<file path="src/rtl/decode_stage.sv">
// Instruction decode stage: RV32 decode, one-entry output register and register scoreboard.
// Build with DECODE_ILLEGAL_TRAP_EN defined to flag unrecognised instructions on o_illegal.
package decode_pkg;

   typedef struct packed {
      logic        alu_imm;
      logic        alu_reg;
      logic        upper;
      logic        jal;
      logic        jalr;
      logic        branch;
      logic        load;
      logic        store;
      logic        reg_write;
      logic        iop;
      logic [2:0]  fcs_opcode;
      logic [4:0]  rs1;
      logic [4:0]  rs2;
      logic [4:0]  rd;
      logic        rs1_out;
      logic        rs2_out;
      logic [31:0] debug_instruction;
   } control_ex_s;

   function automatic control_ex_s control_ex_s_default();
      return '0;
   endfunction

endpackage

// state | meaning
// EMPTY | no decode result held, o_valid = 0
// FULL  | decode result held in the output register, o_valid = 1
module decode_stage
   import decode_pkg::*;
#(
   parameter int  XLEN     = 32,
   parameter int  NUM_REGS = 32,
   localparam int REG_W    = $clog2(NUM_REGS)
) (
   input  logic              i_clk,
   input  logic              i_rst,
   input  logic              i_valid,
   output logic              o_ready,
   input  logic [XLEN-1:0]   i_instruction,
   output logic              o_valid,
   input  logic              i_ready,
   output control_ex_s       o_control_signal,
   output logic [XLEN-1:0]   o_imm,
   output logic              o_illegal,
   input  logic              i_flush,
   input  logic              i_wb_valid,
   input  logic [REG_W-1:0]  i_wb_rd
);

   typedef enum logic {EMPTY, FULL} state_e;

   state_e              state_q, state_d;
   logic [31:0]         instr;
   control_ex_s         ctrl_d;
   logic [XLEN-1:0]     imm_d;
   logic                known;
   logic [NUM_REGS-1:0] busy_q, busy_d, wb_mask, busy_eff;
   logic                hazard, in_xfer, out_xfer;

   assign instr = i_instruction[31:0];

   always_comb begin
      ctrl_d = control_ex_s_default();
      imm_d  = '0;
      known  = 1'b1;
      case (instr[6:0])
         7'b0110111, 7'b0010111: begin
            ctrl_d.upper     = 1'b1;
            ctrl_d.reg_write = 1'b1;
            ctrl_d.iop       = instr[5];
            imm_d            = XLEN'($signed({instr[31:12], 12'b0}));
         end
         7'b1101111: begin
            ctrl_d.jal       = 1'b1;
            ctrl_d.reg_write = 1'b1;
            imm_d = XLEN'($signed({instr[31], instr[19:12], instr[20], instr[30:21], 1'b0}));
         end
         7'b1100111: begin
            ctrl_d.jalr      = 1'b1;
            ctrl_d.reg_write = 1'b1;
            ctrl_d.rs1_out   = 1'b1;
            imm_d            = XLEN'($signed(instr[31:20]));
         end
         7'b1100011: begin
            ctrl_d.branch  = 1'b1;
            ctrl_d.rs1_out = 1'b1;
            ctrl_d.rs2_out = 1'b1;
            imm_d = XLEN'($signed({instr[31], instr[7], instr[30:25], instr[11:8], 1'b0}));
         end
         7'b0000011: begin
            ctrl_d.load      = 1'b1;
            ctrl_d.reg_write = 1'b1;
            ctrl_d.rs1_out   = 1'b1;
            imm_d            = XLEN'($signed(instr[31:20]));
         end
         7'b0100011: begin
            ctrl_d.store   = 1'b1;
            ctrl_d.rs1_out = 1'b1;
            ctrl_d.rs2_out = 1'b1;
            imm_d          = XLEN'($signed({instr[31:25], instr[11:7]}));
         end
         7'b0010011: begin
            ctrl_d.alu_imm   = 1'b1;
            ctrl_d.reg_write = 1'b1;
            ctrl_d.rs1_out   = 1'b1;
            // only the right shifts use bit 30 to pick arithmetic vs logical
            ctrl_d.iop       = (instr[14:12] == 3'b101) && instr[30];
            imm_d            = XLEN'($signed(instr[31:20]));
         end
         7'b0110011: begin
            ctrl_d.alu_reg   = 1'b1;
            ctrl_d.reg_write = 1'b1;
            ctrl_d.rs1_out   = 1'b1;
            ctrl_d.rs2_out   = 1'b1;
            ctrl_d.iop       = instr[30];
         end
         default: known = 1'b0;
      endcase
      if (known) begin
         ctrl_d.fcs_opcode        = instr[14:12];
         ctrl_d.rs1               = ctrl_d.rs1_out ? instr[19:15] : 5'd0;
         ctrl_d.rs2               = ctrl_d.rs2_out ? instr[24:20] : 5'd0;
         ctrl_d.rd                = ctrl_d.reg_write ? instr[11:7] : 5'd0;
         ctrl_d.debug_instruction = instr;
      end
`ifdef DECODE_ILLEGAL_TRAP_EN
      if (!known || instr[1:0] != 2'b11) begin
         ctrl_d = control_ex_s_default();
         imm_d  = '0;
      end
`endif
   end

   // writeback clear is applied before the hazard lookup so a same-cycle retire bypasses
   assign wb_mask  = i_wb_valid ? (NUM_REGS'(1) << i_wb_rd) : '0;
   assign busy_eff = busy_q & ~wb_mask;
   assign hazard   = (ctrl_d.rs1_out && busy_eff[ctrl_d.rs1[REG_W-1:0]]) ||
                     (ctrl_d.rs2_out && busy_eff[ctrl_d.rs2[REG_W-1:0]]);

   assign o_valid  = (state_q == FULL);
   assign o_ready  = (!o_valid || i_ready) && !hazard && !i_flush;
   assign in_xfer  = i_valid && o_ready;
   assign out_xfer = o_valid && i_ready;

   always_comb begin
      busy_d = busy_eff;
      if (in_xfer && ctrl_d.reg_write && ctrl_d.rd[REG_W-1:0] != '0)
         busy_d[ctrl_d.rd[REG_W-1:0]] = 1'b1;
      busy_d[0] = 1'b0;
   end

   always_comb begin
      state_d = state_q;
      if (i_flush)
         state_d = EMPTY;
      else if (in_xfer)
         state_d = FULL;
      else if (out_xfer)
         state_d = EMPTY;
   end

   always_ff @(posedge i_clk or posedge i_rst) begin
      if (i_rst) begin
         state_q <= EMPTY;
         busy_q  <= '0;
      end else begin
         state_q <= state_d;
         busy_q  <= i_flush ? '0 : busy_d;
      end
   end

   always_ff @(posedge i_clk or posedge i_rst) begin
      if (i_rst) begin
         o_control_signal <= control_ex_s_default();
         o_imm            <= '0;
      end else if (in_xfer) begin
         o_control_signal <= ctrl_d;
         o_imm            <= imm_d;
      end
   end

`ifdef DECODE_ILLEGAL_TRAP_EN
   logic illegal_q;

   always_ff @(posedge i_clk or posedge i_rst) begin
      if (i_rst)
         illegal_q <= 1'b0;
      else if (i_flush)
         illegal_q <= 1'b0;
      else if (in_xfer)
         illegal_q <= !known || instr[1:0] != 2'b11;
   end

   assign o_illegal = illegal_q;
`else
   assign o_illegal = 1'b0;
`endif

endmodule
</file>
<file path="config.mk">
export PLATFORM = sky130hd
export DESIGN_NAME = decode_stage
export DESIGN_NICKNAME = d
export VERILOG_FILES = /design/src/rtl/decode_stage.sv
export SDC_FILE = /design/constraint.sdc
export NUM_CORES = 1
export LEC_CHECK = 0
export CAP_MARGIN = 20
export CORE_ASPECT_RATIO = 1.75
export CORE_MARGIN = 8
export CORE_UTILIZATION = 50
export DETAILED_ROUTE_END_ITERATION = 8
export GPL_TIMING_DRIVEN = 0
export PLACE_DENSITY = 0.8
export SLEW_MARGIN = 40
export SYNTH_ARGS = -nofsm -noshare
export SYNTH_HDL_FRONTEND = slang
export SYNTH_SLANG_ARGS = --single-unit
export TNS_END_PERCENT = 20
</file>
<file path="constraint.sdc">
create_clock -name i_clk -period 4.5 [get_ports i_clk]
set_clock_uncertainty 0.05 [all_clocks]
set_input_delay 0.675 -clock i_clk [delete_from_list [all_inputs] [get_ports i_clk]]
set_output_delay 0.675 -clock i_clk [all_outputs]
set_load 0.1 [all_outputs]
</file>
==> metrics list <==
- Of the cells placed in the final design, the portion with a size suffix greater than 1 is 0.249.
- Nature of the critical path endpoint: output port
- Maximum number of pins on one net before global-route repair: 66
- Clock latency on the worst-skew pair, taken at its later pin, is approximately 0.42 ns.
- Clock transition time at the flip-flop clock pins of the worst setup and hold paths: ~0.06 ns
- Remaining Overflow, GRT: 0
- FMAX: between 200 and 250 MHz
- Hpwl dp: 19,800 µm
- Total clock buffers created by CTS: 17
- Wire length of the first global-routing pass: just under 40,000 µm
* Fraction of the core area covered by cells at the end of the flow: 0.638
- Buffer type at the clock tree root: sky130_fd_sc_hd__clkbuf_16
- In this run, distinct cell masters in the synthesized netlist total 66.
- Via count normalized by instance count: 6.08
- Number of max-cap violations: 0
* Areal power density over the cells: 363 mW/mm²
- Y dimension of the die: about 170 µm
* Initial cell density of the core: 0.506
- For the finished layout, the period the worst path requires is 4.46 ns.
* Combinational Power Share: 0.198
- The internal portion of the total power is around 2.1 mW.
- The flow ran to the end, and the final reports show no timing, DRC or antenna violations.
- For this run, the slowest stage of the critical path takes approximately 0.71 ns.
* Count of flip-flops with a built-in enable after synthesis: 0
- Count of placed standard cells in the final layout, fillers left out: ~1,000
- For this run, the post-layout net count is just under 900.
- Synth Flop Type: sky130_fd_sc_hd__dfrtp_1
- Total number of yosys warnings: 0
* Final clock period utilization by the worst path: 0.991
- Worst-path fanout max: 8
- From left edge to right edge, the die measures roughly 100 µm.
- Vias in the first global route: 6,770
* Required time at the endpoint of the critical path: roughly 3.8 ns
- Of the total power, the clock network draws 0.426.
* Port bufs: ~130
- Initial antenna violation count: 0
- Count of pins on the block boundary: 140
- Post-place instance area: about 0.008 mm²
- Cell family with most CP delay: compound AO/OA/AOI/OAI gates
* Final total power: between 3 and 4 mW
- Layout overhead on the synthesized area: 26.0%
- Of the synthesized area, sequential elements account for 0.459.
- Of the total power, the share spent switching nets is 0.332.
* Sequential cell fraction of total power: 0.376
- Least-Margin Pin Slew: 0.837 ns
* Average wire length per cell after detail routing: ~25 µm
- The largest individual stage delay along the critical path comes from the cell sky130_fd_sc_hd__o31ai_1.
- A synthesized cell averages 9.73 µm².
- The number of nets handed over by synthesis was approximately 730.
* CP startpoint kind: primary input
- Total detailed-routing wirelength: between 20,000 and 30,000 µm
- Final setup vio count: 0
- Count of state elements after synthesis: approximately 120
* DRC Markers: 0
- Counting flops with an async set or reset pin after synthesis yields a share of 1.00.
- Buffers inserted during post-CTS setup optimization: 0
- Number of antenna cells inserted: 0
- In this run the deepest clock path goes through 2 buffers.
- Final Hold Vio Count: 0
- Row generation in the floorplan step produced 56 rows.
- After layout, the worst setup slack is between 0.03 and 0.04 ns.
- Path type of the worst min-delay path: register to register
* Area of the placeable core: 0.0132 mm²
- Routability-driven placement finished with a final weighted congestion of a little over 1.
* Antenna viol nets, final: 0
- Number of vias after detailed routing: roughly 6,200
- The floorplan step defined a die boundary enclosing approximately 0.018 mm².
* RSZ-0062 raised after global routing: false
- In the global route stage, overall resource usage came out at 0.290.
- Number of max-slew violations in the final report: 0
- Post-Route Hold Slack: ~0.45 ns
- The layout has about 1,200 filler cells.
- The cell area that synthesis handed to floorplanning was between 0.006 and 0.007 mm².
- At the placement stage, the worst setup path has a slack of -0.375 ns.
- Placed Cells incl. Taps: between 900 and 1,000
- Total number of clock tree sinks: between 100 and 150
- Number of instances in the synthesized netlist: 689
* Net load switching power: 1.02 mW
* First-iteration detailed-routing DRC count: around 350
- Count of buffering cells on the critical path with inverters included: 3
* Detailed Routing Iterations Pass 1: 8
- Worst vdd ir: around 0.00022 V
- Final setup TNS: 0 ns
- Static Leakage: approximately 4.1 nW
- Non-Filler Cell Area, Final: around 0.0085 mm²
* CTS tree: done
- Classification of the worst setup path: primary input to output port
- The H-tree was split into 4 levels.
* Worst path cell trace: clkdlybuf4s50_1 > nand4bb_1 > o31ai_1 > mux2i_1 > nor4_1 > a31oi_1 > a31o_1 > nand4bb_4 > inv_1 > buf_6
- Data on the critical path arrives at its endpoint at between 3 and 4 ns.
* Rel. slew slack: 0.437
worst paths after layout:
path | from | to | slack, ns | cells after the start
max | i_wb_rd[1] | o_ready | 0.04 | 10
min | o_control_signal[53] | o_control_signal[53] | 0.45 | 1
max reg2reg | busy_q[23] | o_valid | 1.64 | 10
min reg2reg | o_control_signal[53] | o_control_signal[53] | 0.45 | 1
max in group asynchronous | i_rst | o_control_signal[17] | 3.09 | 3
min in group asynchronous | i_rst | busy_q[23] | 0.64 | 2
cell usage after synthesis, types with 3 or more instances:
library cell | n | area, µm²
sky130_fd_sc_hd__dfrtp_1 | 123 | 3080
sky130_fd_sc_hd__mux2i_1 | 77 | 771
sky130_fd_sc_hd__inv_1 | 71 | 267
sky130_fd_sc_hd__nand2_1 | 61 | 229
sky130_fd_sc_hd__mux2_2 | 32 | 360
sky130_fd_sc_hd__o21ai_0 | 32 | 160
sky130_fd_sc_hd__clkbuf_1 | 29 | 109
sky130_fd_sc_hd__a21oi_1 | 25 | 125
sky130_fd_sc_hd__o22ai_1 | 23 | 144
sky130_fd_sc_hd__nor2_1 | 21 | 78.8
sky130_fd_sc_hd__or3_1 | 18 | 113
sky130_fd_sc_hd__nand3_1 | 16 | 80.1
sky130_fd_sc_hd__buf_2 | 13 | 65.1
sky130_fd_sc_hd__nand3b_1 | 10 | 75.1
sky130_fd_sc_hd__nor3_1 | 10 | 50.1
sky130_fd_sc_hd__nand2b_1 | 9 | 56.3
sky130_fd_sc_hd__buf_4 | 8 | 60.1
sky130_fd_sc_hd__and2_1 | 7 | 43.8
sky130_fd_sc_hd__nor4_1 | 7 | 43.8
sky130_fd_sc_hd__o31ai_1 | 6 | 45.0
sky130_fd_sc_hd__o32ai_1 | 6 | 52.6
sky130_fd_sc_hd__o41ai_1 | 6 | 52.6
sky130_fd_sc_hd__a22o_1 | 4 | 35.0
sky130_fd_sc_hd__a31oi_1 | 4 | 25.0
sky130_fd_sc_hd__and3_1 | 4 | 25.0
sky130_fd_sc_hd__o211ai_1 | 4 | 30.0
sky130_fd_sc_hd__nand4b_1 | 3 | 26.3
sky130_fd_sc_hd__o21ai_1 | 3 | 15.0
sky130_fd_sc_hd__or2_2 | 3 | 18.8
sky130_fd_sc_hd__or3b_2 | 3 | 26.3
state kept, by name (all words and copies together) (netlist names):
register          flops
o_control_signal     59
o_imm                32
o_valid               1
busy_q               31
layout by cell type, fill, tap and decap left out, types with 3 or more instances in the layout:
| cell type | synthesis | layout |
|---|---|---|
| sky130_fd_sc_hd__nand3b_1 | 10 | 10 |
| sky130_fd_sc_hd__nor4_1 | 7 | 7 |
| sky130_fd_sc_hd__mux2_2 | 32 | 32 |
| sky130_fd_sc_hd__or3b_2 | 3 | 3 |
| sky130_fd_sc_hd__a22o_1 | 4 | 4 |
| sky130_fd_sc_hd__clkinv_2 | 0 | 3 |
| sky130_fd_sc_hd__and2_1 | 7 | 6 |
| sky130_fd_sc_hd__nand2_1 | 61 | 61 |
| sky130_fd_sc_hd__inv_6 | 0 | 3 |
| sky130_fd_sc_hd__o32ai_1 | 6 | 6 |
| sky130_fd_sc_hd__clkbuf_1 | 29 | 26 |
| sky130_fd_sc_hd__buf_2 | 13 | 109 |
| sky130_fd_sc_hd__o21ai_1 | 3 | 15 |
| sky130_fd_sc_hd__nor3_1 | 10 | 10 |
| sky130_fd_sc_hd__o211ai_1 | 4 | 4 |
| sky130_fd_sc_hd__buf_6 | 2 | 3 |
| sky130_fd_sc_hd__nand3_1 | 16 | 14 |
| sky130_fd_sc_hd__inv_1 | 71 | 70 |
| sky130_fd_sc_hd__clkbuf_2 | 0 | 3 |
| sky130_fd_sc_hd__a21oi_1 | 25 | 24 |
| sky130_fd_sc_hd__o21ai_0 | 32 | 19 |
| sky130_fd_sc_hd__clkdlybuf4s50_1 | 0 | 36 |
| sky130_fd_sc_hd__clkinv_4 | 0 | 5 |
| sky130_fd_sc_hd__nand4b_1 | 3 | 3 |
| sky130_fd_sc_hd__o22ai_1 | 23 | 22 |
| sky130_fd_sc_hd__nand2b_1 | 9 | 9 |
| sky130_fd_sc_hd__or3_1 | 18 | 18 |
| sky130_fd_sc_hd__o41ai_1 | 6 | 6 |
| sky130_fd_sc_hd__dfrtp_1 | 123 | 123 |
| sky130_fd_sc_hd__o31ai_1 | 6 | 6 |
| sky130_fd_sc_hd__or2_2 | 3 | 3 |
| sky130_fd_sc_hd__nor2_1 | 21 | 21 |
| sky130_fd_sc_hd__a31oi_1 | 4 | 4 |
| sky130_fd_sc_hd__clkbuf_16 | 0 | 17 |
| sky130_fd_sc_hd__mux2i_1 | 77 | 76 |
| sky130_fd_sc_hd__and3_1 | 4 | 4 |
| sky130_fd_sc_hd__buf_4 | 8 | 8 |
worst reg2reg max path: cells and delay by family, from the launching register on:
| family | cells | cell delay [ns] |
|---|---|---|
| AO/OA/AOI/OAI | 5 | 1.00 |
| buffers and inverters | 3 | 0.85 |
| AND/OR/NAND/NOR | 1 | 0.15 |
| multiplexers | 1 | 0.34 |
| flip-flops | 1 | 0.33 |
cells by family after synthesis:
kind of cell / Yosys count / synth area share
compound gates: 139 / 0.139
buf+inv: 126 / 0.0797
flops: 123 / 0.459
mux: 109 / 0.169
other cells: 1 / 0.000559
simple gates: 191 / 0.153
routing by layer:
layer | track usage | wire, µm
met3 | 0.0559 | 1350
met5 | 0 | 0
met1 | 0.271 | 8420
met4 | 0.244 | 2130
met2 | 0.533 | 13700
area by class of cell:
type | count | area, µm² | area share
Multi-Input combinational cell | 440 | 3180 | 0.376
Sequential cell | 123 | 3080 | 0.364
Timing Repair Buffer | 134 | 880 | 0.104
Clock buffer | 19 | 443 | 0.0524
Inverter | 72 | 278 | 0.0329
Buffer | 53 | 264 | 0.0312
Tap cell | 174 | 218 | 0.0258
Clock inverter | 12 | 115 | 0.0136
power by group through the flow:
| stage | combinational [mW] | sequential [mW] | clock [mW] |
|---|---|---|---|
| floorplan | 0.206 | 1.39 | 0 |
| global placement | 0.616 | 1.17 | 0 |
| detailed placement | 0.596 | 1.17 | 0 |
| CTS | 0.601 | 1.15 | 1.31 |
| global route | 0.631 | 1.16 | 1.36 |
| finish | 0.608 | 1.15 | 1.31 |
what timing repair did:
action,4_1_cts,5_1_grt
setup endpoints to repair,1,1
hold buffers,0,0
resized for setup,19,13
(Power assumes the default switching activity.)
